## src/rtl/jtag_scan_master.sv

```systemverilog
// -----------------------------------------------------------------------------
// jtag_scan_master
//
// Host-side JTAG engine. Accepts one command at a time (TAP reset, IR scan,
// DR scan or idle clocking), generates jtag_tck/jtag_tms/jtag_tdi, samples
// jtag_tdo, and returns one response per command. The target TAP is assumed
// to sit in Run-Test/Idle between commands.
//
// Ports:
//   tck        system clock, all logic on its rising edge
//   reset      synchronous, active-high reset
//   cmd_*      command channel (valid/ready); type 00 RESET, 01 IR_SCAN,
//              10 DR_SCAN, 11 IDLE; len = shift length or RTI clock count;
//              data = TDI bits, LSB shifted first
//   rsp_*      response channel (valid/ready); data = captured TDO bits
//   busy       a command is executing
//   jtag_tck/jtag_tms/jtag_tdi  outputs to the target TAP
//   jtag_tdo   input from the target TAP
//
// Optional build macro:
//   JTAG_SCAN_MASTER_AUTO_RESET_EN  run a silent Test-Logic-Reset sequence on
//   the first cycle after reset releases. In that build cmd_ready is held low
//   under reset so no command can slip in ahead of the autonomous sequence.
// -----------------------------------------------------------------------------
module jtag_scan_master #(
    parameter int MAX_LEN = 32,
    parameter int LEN_W   = $clog2(MAX_LEN + 1),
    parameter int CLK_DIV = 2
) (
    input  logic               tck,
    input  logic               reset,
    input  logic               cmd_valid,
    output logic               cmd_ready,
    input  logic [1:0]         cmd_type,
    input  logic [LEN_W-1:0]   cmd_len,
    input  logic [MAX_LEN-1:0] cmd_data,
    output logic               rsp_valid,
    input  logic               rsp_ready,
    output logic [MAX_LEN-1:0] rsp_data,
    output logic               busy,
    output logic               jtag_tck,
    output logic               jtag_tms,
    output logic               jtag_tdi,
    input  logic               jtag_tdo
);

    localparam int CNT_W = (LEN_W > 3) ? LEN_W : 3;
    localparam int IDX_W = (MAX_LEN > 1) ? $clog2(MAX_LEN) : 1;
    localparam int DIV_W = (CLK_DIV > 1) ? $clog2(CLK_DIV) : 1;

`ifdef JTAG_SCAN_MASTER_AUTO_RESET_EN
    localparam logic READY_RST = 1'b0;
`else
    localparam logic READY_RST = 1'b1;
`endif

    // Bit states are named after the TAP state the target is in when
    // jtag_tck rises for that bit; jtag_tms is the value that steers it on.
    typedef enum logic [3:0] {
        ST_IDLE,
        ST_TLR,        // five TMS 1 bits then TMS 0
        ST_RTI,        // TMS 1 -> Select-DR
        ST_SEL_DR,     // TMS 1 -> Select-IR (IR scan) / TMS 0 -> Capture-DR
        ST_SEL_IR,     // TMS 0 -> Capture-IR
        ST_CAPTURE,    // TMS 0 -> Shift, or TMS 1 -> Exit1 for a zero-length scan
        ST_SHIFT,      // data bits, last one with TMS 1 -> Exit1
        ST_EXIT1,      // TMS 1 -> Update
        ST_UPDATE,     // TMS 0 -> Run-Test/Idle
        ST_IDLE_CLK,   // TMS 0 clocks in Run-Test/Idle
        ST_DONE,       // one settling cycle before the response appears
        ST_RESP
    } state_t;

    state_t             state;
    logic [CNT_W-1:0]   bit_idx;
    logic [CNT_W-1:0]   len_q;
    logic [MAX_LEN-1:0] data_q;
    logic [MAX_LEN-1:0] cap_q;
    logic               is_ir;
    logic [DIV_W-1:0]   div_cnt;
`ifdef JTAG_SCAN_MASTER_AUTO_RESET_EN
    logic               auto_pend;
    logic               silent;
`endif

    function automatic logic [LEN_W-1:0] sat_len(input logic [LEN_W-1:0] len);
        if (len > LEN_W'(MAX_LEN)) begin
            return LEN_W'(MAX_LEN);
        end
        return len;
    endfunction

    logic [CNT_W-1:0] nidx;
    logic             last_bit;
    logic             len_zero;
    logic             phase_end;
    logic             sample_tdo;

    always_comb begin
        nidx       = bit_idx + CNT_W'(1);
        last_bit   = (bit_idx == (len_q - CNT_W'(1)));
        len_zero   = (len_q == '0);
        phase_end  = (div_cnt == DIV_W'(CLK_DIV - 1));
        // TDO is stable for the whole high phase; take it in its first cycle.
        sample_tdo = (state == ST_SHIFT) && jtag_tck && (div_cnt == '0);
    end

    always_ff @(posedge tck) begin
        if (reset) begin
            state     <= ST_IDLE;
            jtag_tck  <= 1'b0;
            jtag_tms  <= 1'b1;
            jtag_tdi  <= 1'b0;
            cmd_ready <= READY_RST;
            rsp_valid <= 1'b0;
            rsp_data  <= '0;
            busy      <= 1'b0;
            div_cnt   <= '0;
            bit_idx   <= '0;
`ifdef JTAG_SCAN_MASTER_AUTO_RESET_EN
            auto_pend <= 1'b1;
            silent    <= 1'b0;
`endif
        end else begin
            case (state)
                // ---- command acceptance: bit 0 TMS/TDI appear next cycle ----
                ST_IDLE: begin
                    div_cnt  <= '0;
                    jtag_tck <= 1'b0;
`ifdef JTAG_SCAN_MASTER_AUTO_RESET_EN
                    if (auto_pend) begin
                        auto_pend <= 1'b0;
                        silent    <= 1'b1;
                        busy      <= 1'b1;
                        cmd_ready <= 1'b0;
                        cap_q     <= '0;
                        bit_idx   <= '0;
                        jtag_tdi  <= 1'b0;
                        jtag_tms  <= 1'b1;
                        state     <= ST_TLR;
                    end else
`endif
                    if (cmd_valid && cmd_ready) begin
                        len_q     <= CNT_W'(sat_len(cmd_len));
                        data_q    <= cmd_data;
                        is_ir     <= (cmd_type == 2'b01);
                        cap_q     <= '0;
                        bit_idx   <= '0;
                        busy      <= 1'b1;
                        cmd_ready <= 1'b0;
                        jtag_tdi  <= 1'b0;
                        case (cmd_type)
                            2'b00: begin
                                state    <= ST_TLR;
                                jtag_tms <= 1'b1;
                            end
                            2'b01, 2'b10: begin
                                state    <= ST_RTI;
                                jtag_tms <= 1'b1;
                            end
                            default: begin
                                jtag_tms <= 1'b0;
                                state    <= (sat_len(cmd_len) == '0) ? ST_DONE : ST_IDLE_CLK;
                            end
                        endcase
                    end
                end

                // ---- completion: publish response one cycle after the last bit ----
                ST_DONE: begin
                    busy <= 1'b0;
`ifdef JTAG_SCAN_MASTER_AUTO_RESET_EN
                    if (silent) begin
                        silent    <= 1'b0;
                        cmd_ready <= 1'b1;
                        state     <= ST_IDLE;
                    end else
`endif
                    begin
                        rsp_valid <= 1'b1;
                        rsp_data  <= cap_q;
                        state     <= ST_RESP;
                    end
                end

                ST_RESP: begin
                    if (rsp_ready) begin
                        rsp_valid <= 1'b0;
                        cmd_ready <= 1'b1;
                        state     <= ST_IDLE;
                    end
                end

                // ---- bit engine: TCK divider, TDO sample, next-bit on falling edge ----
                default: begin
                    if (sample_tdo) begin
                        cap_q[bit_idx[IDX_W-1:0]] <= jtag_tdo;
                    end
                    if (phase_end) begin
                        div_cnt  <= '0;
                        jtag_tck <= ~jtag_tck;
                        if (jtag_tck) begin
                            case (state)
                                ST_TLR: begin
                                    if (bit_idx == CNT_W'(5)) begin
                                        jtag_tms <= 1'b0;
                                        state    <= ST_DONE;
                                    end else begin
                                        bit_idx  <= nidx;
                                        jtag_tms <= (nidx != CNT_W'(5));
                                    end
                                end
                                ST_RTI: begin
                                    jtag_tms <= is_ir;
                                    state    <= ST_SEL_DR;
                                end
                                ST_SEL_DR: begin
                                    if (is_ir) begin
                                        jtag_tms <= 1'b0;
                                        state    <= ST_SEL_IR;
                                    end else begin
                                        jtag_tms <= len_zero;
                                        state    <= ST_CAPTURE;
                                    end
                                end
                                ST_SEL_IR: begin
                                    jtag_tms <= len_zero;
                                    state    <= ST_CAPTURE;
                                end
                                ST_CAPTURE: begin
                                    if (len_zero) begin
                                        jtag_tms <= 1'b1;
                                        state    <= ST_EXIT1;
                                    end else begin
                                        bit_idx  <= '0;
                                        jtag_tms <= (len_q == CNT_W'(1));
                                        jtag_tdi <= data_q[0];
                                        state    <= ST_SHIFT;
                                    end
                                end
                                ST_SHIFT: begin
                                    if (last_bit) begin
                                        jtag_tms <= 1'b1;
                                        jtag_tdi <= 1'b0;
                                        state    <= ST_EXIT1;
                                    end else begin
                                        bit_idx  <= nidx;
                                        jtag_tms <= (nidx == (len_q - CNT_W'(1)));
                                        jtag_tdi <= data_q[nidx[IDX_W-1:0]];
                                    end
                                end
                                ST_EXIT1: begin
                                    jtag_tms <= 1'b0;
                                    state    <= ST_UPDATE;
                                end
                                ST_UPDATE: begin
                                    jtag_tms <= 1'b0;
                                    state    <= ST_DONE;
                                end
                                ST_IDLE_CLK: begin
                                    jtag_tms <= 1'b0;
                                    if (last_bit) begin
                                        state <= ST_DONE;
                                    end else begin
                                        bit_idx <= nidx;
                                    end
                                end
                                default: begin
                                    jtag_tms <= 1'b0;
                                    state    <= ST_IDLE;
                                end
                            endcase
                        end
                    end else begin
                        div_cnt <= div_cnt + DIV_W'(1);
                    end
                end
            endcase
        end
    end

endmodule
```

## config.mk

```make
export PLATFORM = sky130hd
export DESIGN_NAME = jtag_scan_master
export DESIGN_NICKNAME = d
export VERILOG_FILES = /design/src/rtl/jtag_scan_master.sv
export SDC_FILE = /design/constraint.sdc
export NUM_CORES = 1
export LEC_CHECK = 0
export BUFFER_PORTS_ARGS = -buffer_cell sky130_fd_sc_hd__buf_2
export CAP_MARGIN = 0
export CORE_ASPECT_RATIO = 1.2
export CORE_MARGIN = 2
export CORE_UTILIZATION = 50
export DETAILED_ROUTE_END_ITERATION = 8
export GPL_TIMING_DRIVEN = 0
export PLACE_DENSITY = 0.7
export SLEW_MARGIN = 20
export SYNTH_ARGS = -nofsm -noshare
export SYNTH_HDL_FRONTEND = slang
export SYNTH_SLANG_ARGS = --single-unit
```

## constraint.sdc

```tcl
create_clock -name tck -period 4.7 [get_ports tck]
set_input_delay 0.94 -clock tck [delete_from_list [all_inputs] [get_ports tck]]
set_output_delay 0.94 -clock tck [all_outputs]
set_load 0.05 [all_outputs]
```

==> impl_metrics.tcl, run 1 <==
set metrics [dict create \
    status "finished, final reports clean" \
    yosysTopAreaCell "edfxtp_1" \
    reg2reg_from "bit_idx[0]" \
    synth_flop_cell "edfxtp_1" \
    dr.pass1.iters 6 \
    finalSetupViolations 0 \
    cts_buffers 17 \
    critPathCaptureType "flop" \
    reg2reg_slack_ps 1580 \
    wl_per_cell_um 15.8 \
    cts_buffer_depth 2 \
    grt_pass1_vias 4666 \
    holdBufCountCts 0 \
    drt_wl_total_um 14000 \
    worst_pin_slew_ps 862 \
    utilization_pct 62.7 \
    crit_arrival_ps 3410 \
    die_x_um 103 \
    power.leakage_uw 0.00272 \
    maxCapViolations 0 \
    cp.required_ps 4990 \
    syn_avg_cell_area_um2 9.59 \
    vias_per_cell 5.62 \
    antenna_found_initial 0 \
    grt_max_degree 25 \
    crit_type "flop to flop" \
    clock.fmax_ghz 0.321 \
    relSlewSlack_pct 42.4 \
    postCtsSetupBuffers 0 \
    skew_ps 7.61 \
    grt_first_pass_wirelength_um 22600 \
    ys_top_cells_by_area "edfxtp_1 36%, dfxtp_1 17%, nand2_1 8.7%" \
    clk_latency_ps 420 \
    cts_root_buf "clkbuf_16" \
    syn_to_final_growth_pct 22.6 \
    syn_inst 614 \
    hold_viol 0 \
    die_y_um 123 \
    dieArea_um2 12700 \
    layout_common_cells "137 x nand2_1, 94 x buf_2, 78 x a21oi_1" \
    synthArstFlopShare_pct 0 \
    synth-seq-cells 120 \
    ios 83 \
    place_congestion 0.949 \
    hp-start "rsp_data[9]" \
    finalCriticalPeriod_ps 3120 \
    gr-usage-all-layers_pct 23.4 \
    cts.reportedPaths.clkPinSlew_ps 60 \
    layout.nets 771 \
    antenna_left 0 \
    power_uw 4060 \
    num_vias 4989 \
    diodes 0 \
    hp-class "flop to flop" \
    finalCritPeriodShare_pct 66.4 \
    synth.distinct_cells 57 \
    worst_hold_slack_ps 449 \
    rsz0062_at_grt "no" \
    htreeDepth 4 \
    dp_hpwl_um 10200 \
    path_max_fanout 10 \
    power.density_nw_per_um2 562 \
    synth_edf_count 71 \
    cts_tree "built" \
    synth_nets 668 \
    ir_drop_mv 0.282 \
    layout-drive-gt1-share_pct 20.3 \
    fp.coreArea_um2 11500 \
    startpoint "bit_idx[0]" \
    synth_top_area_share_pct 36.2 \
    clock-sinks 120 \
    drc_errors 0 \
    startpoint_type "flop" \
    place_area_um2 6570 \
    drtIter0Drc 294 \
    portBuffers 81 \
    synth_area_um2 5890 \
    final_cell_area_um2 7220 \
    fillers 1035 \
    final_common_cell "nand2_1" \
    ys_seq_area_share_pct 52.9 \
    grt_overflow 0 \
    slew_violations 0 \
    start_util_pct 51.1 \
    post_cts_resized 0 \
    ys_warn_count 0 \
    num_rows 43 \
]
[critical path, stage by stage (launching register included)]
cell and delay (ps):
dfxtp_1 350, buf_2 210, buf_2 320, inv_1 150, ha_1 310, clkbuf_1 510, mux4_2 420, o31ai_1 270
a31oi_1 70, o211ai_1 270, a31oi_1 110
[per-stage QoR]
stage                     std cells  TNS [ps]  setup WS (ps)
final                           887         0           1580
after floorplan                 614         0            431
after detailed placement        855         0           1570
after CTS                       887         0           1560
after global routing            887         0           1360
after global placement          852    -25650           -803
[cells in the mapped netlist (3+ instances only)]
cell type and n:
nand2_1 137, a21oi_1 78, edfxtp_1 71, dfxtp_1 49, nand3_1 43, clkbuf_1 26
nor2_1 23, o21ai_0 16, nor3_1 15, buf_2 13, xnor2_1 13, inv_1 11
ha_1 9, xor2_1 9, mux4_2 8, nand4_1 8, a31oi_1 7, mux2i_1 7
buf_1 5, nor2b_1 5, o31ai_1 5, nand2b_1 4, nor3b_1 4, and2_1 3
nor4_1 3
[cell families (layout without fill, tap and decap cells)]
logic type / Yosys count / in the layout / synth area share, %
and+or+nand+nor: 259 / 259 / 20.0
AOI/OAI and AO/OA: 130 / 130 / 13.1
adders and majority gates: 9 / 9 / 1.91
buffers and inverters: 58 / 174 / 4.29
xor gates and xnor gates: 23 / 23 / 3.66
DFF: 120 / 120 / 52.9
muxes: 15 / 15 / 4.25
[worst paths after layout]
kind	depth (start not counted)	to
worst max-delay path	10	jtag_tdi
worst min-delay path	2	rsp_data[9]
worst max register to register	10	jtag_tdi
worst min register to register	2	rsp_data[9]
[per-layer routing]
layer,vias up,track usage (%),wire length [um],share of wire [%]
li1,2399,-,-,-
met1,2353,27.6,5550,40
met2,200,39.9,7300,52
met3,37,6.32,741,5.3
met4,0,9.70,392,2.8
met5,-,0,0,0
[final cells by class]
type / count / area, um^2 / share of cell area [%]
multi-input combinational: 436 / 2550 / 35.3
inverter: 11 / 41.3 / 0.572
sequential: 120 / 3110 / 43.1
timing repair buffer: 84 / 459 / 6.36
clock inverter: 13 / 186 / 2.58
tap: 157 / 196 / 2.72
clock buffer: 19 / 464 / 6.43
buffer: 47 / 211 / 2.93
[registers in the layout (all words and copies together), names as in the netlist, 4 cells and up]
| name | cells |
|---|---|
| bit_idx | 6 |
| cap_q | 32 |
| data_q | 32 |
| len_q | 6 |
| rsp_data | 32 |
| state | 4 |
[power breakdown]
group	switching, uW	total [uW]	internal [uW]
Clock	491	1430	937
Combinational	825	1230	408
Sequential	70.2	1390	1320
Total	1390	4060	2670
(Power assumes the default switching activity.)
==> run 2: changes to the inputs <==
- clock period: 4.7 -> 2.95 ns (I/O delays scaled with it)
==> impl_metrics.tcl, run 2 (synthesis gave the netlist of run 1 again) <==
set metrics [dict create \
    fp.coreArea_um2 11500 \
    finalNonFillerCells 887 \
    reg2reg_slack_ps 230 \
    die_y_um 123 \
    hp-class "input pin to flop" \
    cts.reportedPaths.clkPinSlew_ps 60 \
    cp.required_ps 3240 \
    maxCapViolations 0 \
    clock.fmax_ghz 0.368 \
    num_rows 43 \
    num_vias 4900 \
    htreeDepth 4 \
    reg2reg_from "bit_idx[0]" \
    power.density_nw_per_um2 876 \
    cts_root_buf "clkbuf_16" \
    ios 83 \
    reg_top3 "cap_q (32), data_q (32), rsp_data (32)" \
    antenna_found_initial 0 \
    min_to "data_q[10]" \
    crit_arrival_ps 3000 \
    place_congestion 0.906 \
    grt_first_pass_wirelength_um 22300 \
    rr_worst_depth 9 \
    power_uw 6290 \
    layout-drive-gt1-share_pct 20.4 \
    grt_max_degree 32 \
    hold_viol 0 \
    cts_buffer_depth 2 \
    antenna_left 0 \
    start_util_pct 51.1 \
    grt_overflow 0 \
    grt_pass1_vias 4619 \
    rsz0062_at_grt "no" \
    cts_tree "built" \
    vias_per_cell 5.52 \
    drc_errors 0 \
    ir_drop_mv 0.404 \
    finalCriticalPeriod_ps 2720 \
    relSlewSlack_pct 38.7 \
    hold_depth 1 \
    placed_cells 855 \
    diodes 0 \
    startpoint_type "flop" \
    holdBufCountCts 0 \
    slew_violations 0 \
    path_max_fanout 10 \
    drtIter0Drc 230 \
    drt_wl_total_um 14100 \
    dp_hpwl_um 10300 \
    die_x_um 103 \
    cts_buffers 17 \
    clk_latency_ps 420 \
    power.leakage_uw 0.00270 \
    status "finished, final reports clean" \
    portBuffers 81 \
    wl_per_cell_um 15.8 \
    skew_ps 6.93 \
    clock-sinks 120 \
    crit_type "flop to flop" \
    finalSetupViolations 0 \
    syn_to_final_growth_pct 21.8 \
    layout.nets 771 \
    r2r_end "jtag_tdi" \
    finalCritPeriodShare_pct 92.1 \
    layout_common_cells "137 x nand2_1, 94 x buf_2, 78 x a21oi_1" \
    dr.pass1.iters 4 \
    gr-usage-all-layers_pct 23.2 \
    worst_pin_slew_ps 917 \
    final_common_cell "nand2_1" \
    hp-start "cmd_data[10]" \
    critPathCaptureType "flop" \
    dieArea_um2 12700 \
]
-- run 2: layout make-up --
| cell class | instances | area [um^2] |
|---|---|---|
| sequential | 120 | 3110 |
| clock inverter | 14 | 174 |
| inverter | 11 | 41.3 |
| multi-input combinational | 436 | 2550 |
| fill | 1039 | 4340 |
| buffer | 46 | 208 |
| clock buffer | 18 | 429 |
| timing repair buffer | 85 | 463 |
| tap | 157 | 196 |
-- run 2: metrics by stage --
| step | utilization [%] | TNS [ps] | instance area, um^2 | hold WS [ps] | setup slack (ps) |
|---|---|---|---|---|---|
| after global routing | 62.3 | 0 | 7170 | 335 | 30.4 |
| after global placement | 56.5 | -21610 | 6510 | 439 | -313 |
| after CTS | 62.2 | 0 | 7160 | 336 | 99.6 |
| after detailed placement | 57.0 | -78.4 | 6560 | 444 | -78.4 |
| final | 62.3 | 0 | 7170 | 345 | 232 |
| after floorplan | - | 0 | 5910 | 490 | 190 |
-- run 2: power by group --
group	switching [uW]	total, uW	internal, uW
Clock	779	2110	1340
Sequential	109	2220	2110
Combinational	1300	1950	653
-- run 2: worst max-delay path by stage --
stage                     depth (start not counted)       start   endpoint  slack (ps)
after floorplan                                   5    state[0]  data_q[0]         190
after global placement                            5    state[1]  cap_q[18]        -310
after detailed placement                         10  bit_idx[0]   jtag_tdi         -80
after CTS                                         9  bit_idx[0]   jtag_tdi         100
after global routing                              9  bit_idx[0]   jtag_tdi          30
final                                             9  bit_idx[0]   jtag_tdi         230
-- run 2: layer usage --
| metal | wire length [um] | up-vias | global-route usage, % |
|---|---|---|---|
| met4 | 437 | 0 | 11.1 |
| met3 | 771 | 36 | 5.18 |
| met2 | 7170 | 163 | 40.3 |
| met1 | 5670 | 2300 | 26.7 |
| li1 | - | 2401 | - |
| met5 | 0 | - | 0 |
-- run 2: critical path: stages, from the launching register on --
cell	delay [ps]
dfxtp_1	350
buf_2	190
buf_2	310
inv_1	140
ha_2	500
mux4_2	540
nand2_1	80
a31oi_1	90
o211ai_1	280
a31oi_1	110
-- run 2: repair_timing --
action                                  CTS  global route
endpoints found under the setup margin    1            13
gates resized for setup                   0             1
pin swaps                                 0             1
setup buffers                             0             1
==> run 3: changes to the inputs <==
- CELL_PAD_IN_SITES_DETAIL_PLACEMENT: unset -> 1
- CELL_PAD_IN_SITES_GLOBAL_PLACEMENT: unset -> 2
- CORE_UTILIZATION: 50 -> 36
- HOLD_SLACK_MARGIN: unset -> 0.08
- PLACE_DENSITY: 0.7 -> 0.79
==> impl_metrics.tcl, run 3 (synthesis gave the netlist of run 1 again) <==
set metrics [dict create \
    grt_max_degree 33 \
    antenna_found_initial 0 \
    postCtsSetupBuffers 0 \
    hold_viol 0 \
    power.leakage_uw 0.00269 \
    num_vias 4891 \
    relSlewSlack_pct 39.6 \
    worst_pin_slew_ps 904 \
    start_util_pct 36.5 \
    place_congestion 0.860 \
    cp.required_ps 3070 \
    place_area_um2 6630 \
    met2_usage_pct 34.5 \
    fillers 1857 \
    ios 83 \
    syn_to_final_growth_pct 23.2 \
    clock.fmax_ghz 0.367 \
    skew_ps 6.99 \
    htreeDepth 4 \
    dr.pass1.iters 4 \
    fp.coreArea_um2 16100 \
    ir_drop_mv 0.434 \
    power.density_nw_per_um2 881 \
    slew_violations 0 \
    hp-class "input pin to flop" \
    clock-sinks 120 \
    grt_pass1_vias 4933 \
    finalCriticalPeriod_ps 2720 \
    finalCritPeriodShare_pct 92.3 \
    holdBufCountCts 0 \
    vias_per_cell 5.20 \
    antenna_left 0 \
    drt_wl_total_um 16000 \
    layout.nets 770 \
    cts_buffers 17 \
    portBuffers 81 \
    post_cts_resized 0 \
    num_rows 51 \
    crit_arrival_ps 2840 \
    die_y_um 144 \
    layout_common_cells "137 x nand2_1, 93 x buf_2, 78 x a21oi_1" \
    finalSetupViolations 0 \
    wl_per_cell_um 17.0 \
    dp_hpwl_um 11900 \
    final_common_cell "nand2_1" \
    grt_overflow 0 \
    critPathCaptureType "flop" \
    status "finished, final reports clean" \
    use_met1_pct 22.7 \
    cts.reportedPaths.clkPinSlew_ps 60 \
    power_uw 6390 \
    use_met3_pct 4.34 \
    reg_top3 "cap_q (32), data_q (32), rsp_data (32)" \
    drtIter0Drc 203 \
    die_x_um 121 \
    cts_tree "built" \
    reg2reg_slack_ps 230 \
    startpoint_type "flop" \
    path_max_fanout 15 \
    cts_root_buf "clkbuf_16" \
    grt_first_pass_wirelength_um 25700 \
    dieArea_um2 17400 \
    cts_buffer_depth 2 \
    worst_hold_slack_ps 342 \
    rsz0062_at_grt "no" \
    utilization_pct 44.9 \
    gr-usage-all-layers_pct 19.2 \
    drc_errors 0 \
    clk_latency_ps 420 \
    grt.busiest_layer "met2" \
    layout-drive-gt1-share_pct 20.6 \
    maxCapViolations 0 \
    crit_type "flop to flop" \
    diodes 0 \
    final_cell_area_um2 7250 \
]
## run 3: changes by cell type in the layout (fill, tap and decap cells not counted)
cell | previous run | this run
buf_4 | 2 | 1
buf_8 | 2 | 1
clkinvlp_4 | 0 | 2
inv_6 | 0 | 4
nor4_2 | 0 | 1
clkinv_4 | 5 | 4
clkbuf_4 | 0 | 1
clkbuf_1 | 26 | 25
buf_6 | 2 | 3
clkinv_2 | 2 | 1
inv_4 | 3 | 0
buf_2 | 94 | 93
nor4_1 | 3 | 2
## run 3: worst max-delay path, cell delays in order, from the launching register on
cell and delay [ps]:
dfxtp_1 300, buf_2 160, nand3b_1 230, nand2b_1 170, clkbuf_1 220, or3_1 410, a221oi_4 490, buf_8 220
buf_6 210
## run 3: path summary, 6_finish.rpt
path | start | endpoint | cells after the start
worst max register to register | state[3] | cap_q[16] | 8
worst min-delay path | cmd_data[24] | data_q[24] | 1
worst max-delay path | state[3] | cap_q[16] | 8
worst min register to register | rsp_data[10] | rsp_data[10] | 2
## run 3: where the power goes
group / switching (uW) / internal (uW) / total (uW)
logic: 1330 / 652 / 1990
clock network: 831 / 1350 / 2180
registers: 115 / 2110 / 2220
total: 2280 / 4110 / 6390
## run 3: layer usage
layer	vias up	wire [um]
met4	0	259
met2	90	8390
met3	14	564
met5	-	0
met1	2391	6740
li1	2396	-
## run 3: cell type report
cell class | count | area, um^2 | share of cell area [%]
sequential | 120 | 3110 | 42.9
clock inverter | 15 | 191 | 2.64
clock buffer | 17 | 425 | 5.87
tap | 212 | 265 | 3.66
timing repair buffer | 84 | 452 | 6.23
buffer | 46 | 210 | 2.90
inverter | 11 | 41.3 | 0.569
multi-input combinational | 436 | 2550 | 35.2
## run 3: per-stage QoR
stage | setup WS [ps] | cells | TNS [ps]
after CTS | 32.8 | 941 | 0
after global placement | -424 | 907 | -26640
after global routing | 58.4 | 941 | 0
after floorplan | 190 | 614 | 0
final | 227 | 941 | 0
after detailed placement | -145 | 910 | -145
